### config.mk
export PLATFORM = sky130hd
export DESIGN_NAME = fft4_frame_ctrl
export DESIGN_NICKNAME = d
export VERILOG_FILES = /design/src/rtl/fft4_pkg.sv /design/src/rtl/fft4.sv /design/src/rtl/fft4_frame_ctrl.sv
export SDC_FILE = /design/constraint.sdc
export NUM_CORES = 1
export LEC_CHECK = 0
export ABC_AREA = 0
export CELL_PAD_IN_SITES_DETAIL_PLACEMENT = 1
export CELL_PAD_IN_SITES_GLOBAL_PLACEMENT = 2
export CORE_MARGIN = 2
export CORE_UTILIZATION = 40
export DETAILED_ROUTE_END_ITERATION = 10
export PLACE_DENSITY = 0.85
export SLEW_MARGIN = 20
export SYNTH_ARGS = -nofsm -noshare
export SYNTH_HDL_FRONTEND = slang
export SYNTH_HIERARCHICAL = 1
export SYNTH_SLANG_ARGS = --single-unit
export TNS_END_PERCENT = 50
### constraint.sdc
create_clock -name clk -period 8.17 [get_ports clk]
set_clock_uncertainty 0.1 [all_clocks]
set_input_delay 2.0425 -clock clk [delete_from_list [all_inputs] [get_ports clk]]
set_output_delay 2.0425 -clock clk [all_outputs]
set_load 0.01 [all_outputs]
### src/rtl/fft4_pkg.sv
// rtl/fft4_pkg.sv - shared types for the fft4 core and its frame controller
package fft4_pkg;

  localparam int DATA_W = 16;

  typedef struct packed {
    logic signed [DATA_W-1:0] re;
    logic signed [DATA_W-1:0] im;
  } cplx_t;

  typedef enum logic [1:0] {
    FILL,
    WAIT,
    DRAIN
  } frame_state_t;

  // Floor divide by 4 keeps the four-term sums inside DATA_W bits
  function automatic cplx_t prescale(input cplx_t s);
    cplx_t r;
    r.re = s.re >>> 2;
    r.im = s.im >>> 2;
    return r;
  endfunction

endpackage

### src/rtl/fft4.sv
// rtl/fft4.sv - 4-point DFT core, LAT cycles from held inputs to valid outputs
module fft4
  import fft4_pkg::*;
#(
  parameter int LAT = 2
) (
  input  logic  clk,
  input  logic  rst,
  input  cplx_t x0,
  input  cplx_t x1,
  input  cplx_t x2,
  input  cplx_t x3,
  output cplx_t y0,
  output cplx_t y1,
  output cplx_t y2,
  output cplx_t y3
);

  cplx_t [3:0] w_y;

  // Multiplying by -j maps (a,b) to (b,-a); sums wrap at DATA_W bits
  always_comb begin
    w_y[0].re = x0.re + x1.re + x2.re + x3.re;
    w_y[0].im = x0.im + x1.im + x2.im + x3.im;
    w_y[1].re = x0.re + x1.im - x2.re - x3.im;
    w_y[1].im = x0.im - x1.re - x2.im + x3.re;
    w_y[2].re = x0.re - x1.re + x2.re - x3.re;
    w_y[2].im = x0.im - x1.im + x2.im - x3.im;
    w_y[3].re = x0.re - x1.im - x2.re + x3.im;
    w_y[3].im = x0.im + x1.re - x2.im - x3.re;
  end

  generate
    if (LAT > 1) begin : g_pipe
      cplx_t [3:0] r_pipe [LAT-1];

      always_ff @(posedge clk or posedge rst) begin
        if (rst) begin
          for (int s = 0; s < LAT - 1; s++) r_pipe[s] <= '0;
        end else begin
          r_pipe[0] <= w_y;
          for (int s = 1; s < LAT - 1; s++) r_pipe[s] <= r_pipe[s-1];
        end
      end

      assign y0 = r_pipe[LAT-2][0];
      assign y1 = r_pipe[LAT-2][1];
      assign y2 = r_pipe[LAT-2][2];
      assign y3 = r_pipe[LAT-2][3];
    end else begin : g_comb
      assign y0 = w_y[0];
      assign y1 = w_y[1];
      assign y2 = w_y[2];
      assign y3 = w_y[3];
    end
  endgenerate

endmodule

### src/rtl/fft4_frame_ctrl.sv
// rtl/fft4_frame_ctrl.sv - frame sequencer around fft4; FFT4_FRAME_CTRL_PRESCALE_EN enables input >>>2
module fft4_frame_ctrl
  import fft4_pkg::*;
#(
  parameter int LAT   = 2,
  parameter int CNT_W = 8
) (
  input  logic                     clk,
  input  logic                     reset,
  input  logic                     flush,
  input  logic                     in_valid,
  output logic                     in_ready,
  input  logic signed [DATA_W-1:0] in_re,
  input  logic signed [DATA_W-1:0] in_im,
  output logic                     out_valid,
  input  logic                     out_ready,
  output logic signed [DATA_W-1:0] out_re,
  output logic signed [DATA_W-1:0] out_im,
  output logic [1:0]               out_idx,
  output logic                     out_last,
  output logic [CNT_W-1:0]         frame_cnt,
  output logic                     busy
);

  localparam logic [3:0] LAT_M1 = 4'(LAT - 1);

  frame_state_t     r_state;
  logic [1:0]       r_wr_idx;
  logic [1:0]       r_rd_idx;
  logic [3:0]       r_wait_cnt;
  logic [CNT_W-1:0] r_frame_cnt;
  cplx_t [3:0]      r_slot;
  cplx_t [3:0]      r_res;
  cplx_t [3:0]      w_y;
  cplx_t            w_sample;

`ifdef FFT4_FRAME_CTRL_PRESCALE_EN
  assign w_sample = prescale('{re: in_re, im: in_im});
`else
  assign w_sample = '{re: in_re, im: in_im};
`endif

  fft4 #(.LAT(LAT)) u_fft4 (
    .clk (clk),
    .rst (~reset),
    .x0  (r_slot[0]),
    .x1  (r_slot[1]),
    .x2  (r_slot[2]),
    .x3  (r_slot[3]),
    .y0  (w_y[0]),
    .y1  (w_y[1]),
    .y2  (w_y[2]),
    .y3  (w_y[3])
  );

  always_ff @(posedge clk or negedge reset) begin
    if (!reset) begin
      r_state     <= FILL;
      r_wr_idx    <= '0;
      r_rd_idx    <= '0;
      r_wait_cnt  <= '0;
      r_frame_cnt <= '0;
      r_slot      <= '0;
      r_res       <= '0;
    end else if (flush) begin
      r_state    <= FILL;
      r_wr_idx   <= '0;
      r_rd_idx   <= '0;
      r_wait_cnt <= '0;
      r_slot     <= '0;
      r_res      <= '0;
    end else begin
      case (r_state)
        FILL: begin
          if (in_valid) begin
            r_slot[r_wr_idx] <= w_sample;
            r_wr_idx         <= r_wr_idx + 2'd1;
            if (r_wr_idx == 2'd3) begin
              r_state    <= WAIT;
              r_wait_cnt <= '0;
            end
          end
        end
        WAIT: begin
          r_wait_cnt <= r_wait_cnt + 4'd1;
          if (r_wait_cnt == LAT_M1) begin
            r_res    <= w_y;
            r_state  <= DRAIN;
            r_rd_idx <= '0;
          end
        end
        DRAIN: begin
          if (out_ready) begin
            r_rd_idx <= r_rd_idx + 2'd1;
            if (r_rd_idx == 2'd3) begin
              r_state     <= FILL;
              r_wr_idx    <= '0;
              r_frame_cnt <= r_frame_cnt + CNT_W'(1);
            end
          end
        end
        default: r_state <= FILL;
      endcase
    end
  end

  // Gating with the reset pin holds in_ready low during reset yet high on the first cycle after
  assign in_ready  = reset && (r_state == FILL);
  assign out_valid = (r_state == DRAIN);
  assign out_re    = out_valid ? r_res[r_rd_idx].re : '0;
  assign out_im    = out_valid ? r_res[r_rd_idx].im : '0;
  assign out_idx   = r_rd_idx;
  assign out_last  = out_valid && (r_rd_idx == 2'd3);
  assign frame_cnt = r_frame_cnt;
  assign busy      = (r_state != FILL) || (r_wr_idx != 2'd0);

endmodule

Word level (Yosys, flattened, before mapping). Cells that the tools add are included.

Input port bits: 37. Flip-flop bits (word level): 402. Output and inout port bits: 46. Word-level logic and storage cells: 123.

$add $sub $neg: 28. Equal/unequal tests: 10. $lt $le $gt $ge: 3. Reduce and logical (&&, ||, !) cells: 21. Muxes and demuxes: 31. Bitwise operators: 1.

Operators with widths (count): two-way mux 128 bit (6); adder 16 bit (12); subtractor 16 bit (12); bitwise mux 128 bit (1); binary-select mux 32 bit (select 2 bit) (1); demux 32 bit (select 2 bit) (1); two-way mux 32 bit (2); two-way mux 16 bit (2); two-way mux 2 bit (11); two-way mux 4 bit (3); nonzero test 2 bit (6); != test 3 bit, second input constant (3); nonzero test 3 bit (3); adder 8 x 1 -> 8 bit, second input constant (1); one-hot mux 2 bit (2 select lines) (2); one-hot mux 4 bit (2 select lines) (1); AND reduction 4 bit (2); equality test 2 bit, second input constant (3); < comparator 2 x 3 -> 1 bit, second input constant (2); != test 3 x 2 -> 1 bit, second input constant (2); one-hot mux 2 bit (3 select lines) (1); AND reduction 3 bit (2); AND reduction 5 bit (1); adder 2 x 1 -> 2 bit, second input constant (2); 9 further kinds (12).

Depth between registers and ports, before layout.
Depth in word-level cells: 8. Depth in mapped cells: 14. Depth with buffers taken out: 14.

Hierarchy. Netlist, hierarchy kept.

By module, submodules not included: fft4 (sequential area each 3203.1 um2, area each 15035.7 um2, instances 1, cells an instance 1491); fft4_frame_ctrl (sequential area each 6856.6 um2, area each 11496.0 um2, instances 1, cells an instance 952).

Least setup slack after synthesis. Ideal clock, no wire load.

Kind: in2out. Start: input port reset. End: output port in_ready. Data required time: 6.028 ns. Buffers on the path: 0. Arrival time: 2.331 ns. Path slack: 3.696 ns. Stages on the path: 2. Cells stage by stage: inv_1 > nor3_1.

Word-level cells in the longest chain between the ends: 1.

Ends and longest elaborated chain: start: declaration (RTL line fft4_frame_ctrl.sv:9) `input logic reset,`; logical AND 1 bit (RTL line fft4_frame_ctrl.sv:108) `assign in_ready = reset && (r_state == FILL);`; end: declaration (RTL line fft4_frame_ctrl.sv:12) `output logic in_ready,`.

No other way between the ends.

Worst setup path after layout. Same ends and word-level chain as after synthesis.

==> results.md <==
- Ratio of final minimum period to clock period: 68.7%
- Root Driver: clkbuf_16
- Top-area cell type share of the netlist area: 37.9%
- CTS H-tree lvls: 2
- Post-CTS Setup Bufs: 0
- Synth Register Bits: 402
- Gp weighted congestion: 0.928
- Seq/Total Area, Yosys: 37.9%
- Clk_lat worst skew: 590 ps
- Max Cap Viol: 0
- Pleak: 0.0138 uW
- Primary FF master, synth: dfrtp_1
- Critical-path top delay cell: clkdlybuf4s50_1
- CP Buf/Inv Count: 3
- Synth cell types: 82
- Post-Route WL: 79100 um
- P&R area growth vs syn: 11.6%
- DRC Markers: 0
- Clock Tree Buf Depth: 3
- Max frequency: 178 MHz
- Hold Crit Class: flop to flop
- Worst endpoint data arrival time: 3470 ps
- Cell count after synthesis: 2443
- Clock slew at reported path FFs: 60 ps
- Synth area leaders: dfrtp_1 (38%), fa_1 (18%), ha_1 (6.3%)
- Post_cts resized: 0
- Share of cells above drive strength 1: 5.88%
- Vias in the first global route: 20500
- WS Path Type: input port to primary output
- Die extent in y: 262 um
- CTS sink cnt: 402
- Pwr dens: 223 mW/mm^2
- IO Port Bufs: 82
- Post-DRT Antenna Nets: 0
- DRT iter0 DRCs: 1324
- RSZ-0062 raised after global routing: false
- Yosys top cell by area: dfrtp_1
- Post-DR wirelength/cell: 23.3 um
- CP Launch Type: input port
- YS warnings: 6
- M2 GR Usage: 37.8%
- Number of synthesized flops with an enable pin: 0
- Count of pins over their slew limit: 0
- Minimum hold slack: 360 ps
- Final hold vios: 0
- Initial antenna violation count: 7
- Outcome: completed
- Io pins: 83
- Setup TNS: 0 ps
- Worst Path Required: 6030 ps
- Post-synth ARST share: 100%
- Die W: 262 um
- Grt peak-use layer: met2
- Final setup vio count: 0
- CTS tree: yes
- Crit-path max FO: 75
- Num CTS Buffers: 44
- Global-route wire length before repair: 122000 um
- Critical Path Sink Type: primary output
- Crit path cell chain: buf_8 -> inv_1 -> nor3_1 -> clkdlybuf4s50_1
- Initial Util: 40.4%
- Max incr delay on CP: 560 ps
- Largest net degree at the start of global routing: 77
- Die footprint: 0.0684 sq mm
- Row cnt: 94
- Met1 capacity usage during global routing: 33.7%
- Avg Inst Size Synth: 10.9 sq um
- Final Net Count: 2909
- CP top delay family: buffers and inverters
- Via Count: 18600
- Post-Syn Area: 0.0265 sq mm
- GR Overflow Total: 0
- Worst-margin pin slew: 975 ps
- Net count after synthesis: 2854
- Total core area: 0.0657 sq mm
- Slew margin rel.: 34.9%
- Worst VDD drop: 0.134 mV
- Post-route minimum period: 5610 ps
- Hold Buf Count CTS: 0
- GR Layer Usage met3: 4.31%
- Routed vias/inst: 5.46
- GRT Overall Usage: 23.7%
- DRT Pass-1 Iters: 5
- Final HPWL DP: 61800 um
cells in the final DEF, fill, tap and decap left out, types with 51 or more instances in the layout:
cell type,synthesis,final
xnor2_1,89,89
fa_1,240,240
ha_1,134,134
a22o_1,161,161
nor2_1,59,58
a21oi_1,182,181
inv_1,395,394
clkdlybuf4s50_1,0,80
o21ai_0,51,51
dfrtp_1,402,401
nand2_1,242,242
power by group:
part           switching, uW  internal, uW
Combinational           1350           762
Sequential               117          2260
Clock                    824          1280
area by class of cell:
cell class | count | area [sq um]
clock buffer | 61 | 1230
tap | 864 | 1080
sequential | 402 | 10100
antenna | 2 | 5.00
clock inverter | 19 | 303
timing repair buffer | 95 | 921
multi-input combinational | 1559 | 14500
fill | 7056 | 36100
inverter | 396 | 1490
path summary, 6_finish.rpt:
| kind | endpoint | cells after the start | slack [ps] | start |
|---|---|---|---|---|
| hold reg to reg | r_res[82]$_DFFE_PN0P_ | 1 | 360 | u_fft4/y2[18]$_DFF_PP0_ |
| min in group asynchronous | frame_cnt[0]$_DFFE_PN0P_ | 1 | 1340 | reset |
| hold / removal | r_res[82]$_DFFE_PN0P_ | 1 | 360 | u_fft4/y2[18]$_DFF_PP0_ |
| max in group asynchronous | u_fft4/y2[27]$_DFF_PP0_ | 4 | 4380 | reset |
| setup reg to reg | u_fft4/y0[15]$_DFF_PP0_ | 12 | 3670 | r_slot[1]$_DFFE_PN0P_ |
| setup / recovery | in_ready | 4 | 2560 | reset |
cell families after synthesis:
kind of cell,count (synthesis),synth area share [%]
fa+ha+maj,374,24.4
simple gates,448,7.88
compound gates,579,15.3
xor+xnor,120,3.96
flops,402,37.9
mux,38,2.98
buf+inv,482,7.55
synth_stat cells (all sizes together) (19+ instances only):
cell type	n
dfrtp	402
inv	396
nand2	242
fa	240
a21oi	182
a22o	161
ha	134
xnor2	89
nor2	61
buf	57
o21ai	54
a21o	50
and2	37
mux4	32
xor2	31
a211oi	30
clkbuf	29
o21a	25
nand3	19
worst register-to-register path, delay by kind of cell, from the launching register on:
kind            cells  cell delay [ps]
simple gates        1              140
buf+inv             2              280
compound gates      4             1380
fa+ha+maj           4             1780
flops               1              480
xor+xnor            1              220
sequential cells by signal, summed over array words and instances, names as in the netlist:
register	count
r_wr_idx	2
u_fft4/y2	32
r_res	128
out_idx	2
r_slot	128
r_state	2
frame_cnt	8
u_fft4/y0	32
u_fft4/y1	32
u_fft4/y3	32
r_wait_cnt	4
layer usage:
layer,vias up,wire [um]
li1,8252,-
met1,9805,36800
met2,407,36300
met3,87,4410
met4,4,1600
met5,-,23
metrics by stage:
| stage | std cells | util (%) | area, sq um | power [uW] | setup WS, ps |
|---|---|---|---|---|---|
| finish | 3398 | 45.0 | 29600 | 6600 | 2560 |
| detailed placement | 3316 | 42.7 | 28100 | 4490 | 2520 |
| CTS | 3396 | 45.0 | 29600 | 6620 | 2500 |
| global placement | 3316 | 42.7 | 28100 | 4390 | 2530 |
| global route | 3397 | 45.0 | 29600 | 6930 | 2400 |
| floorplan | 2443 | - | 26500 | 3700 | 2590 |
Note: power is estimated with default switching activity, not from simulation.
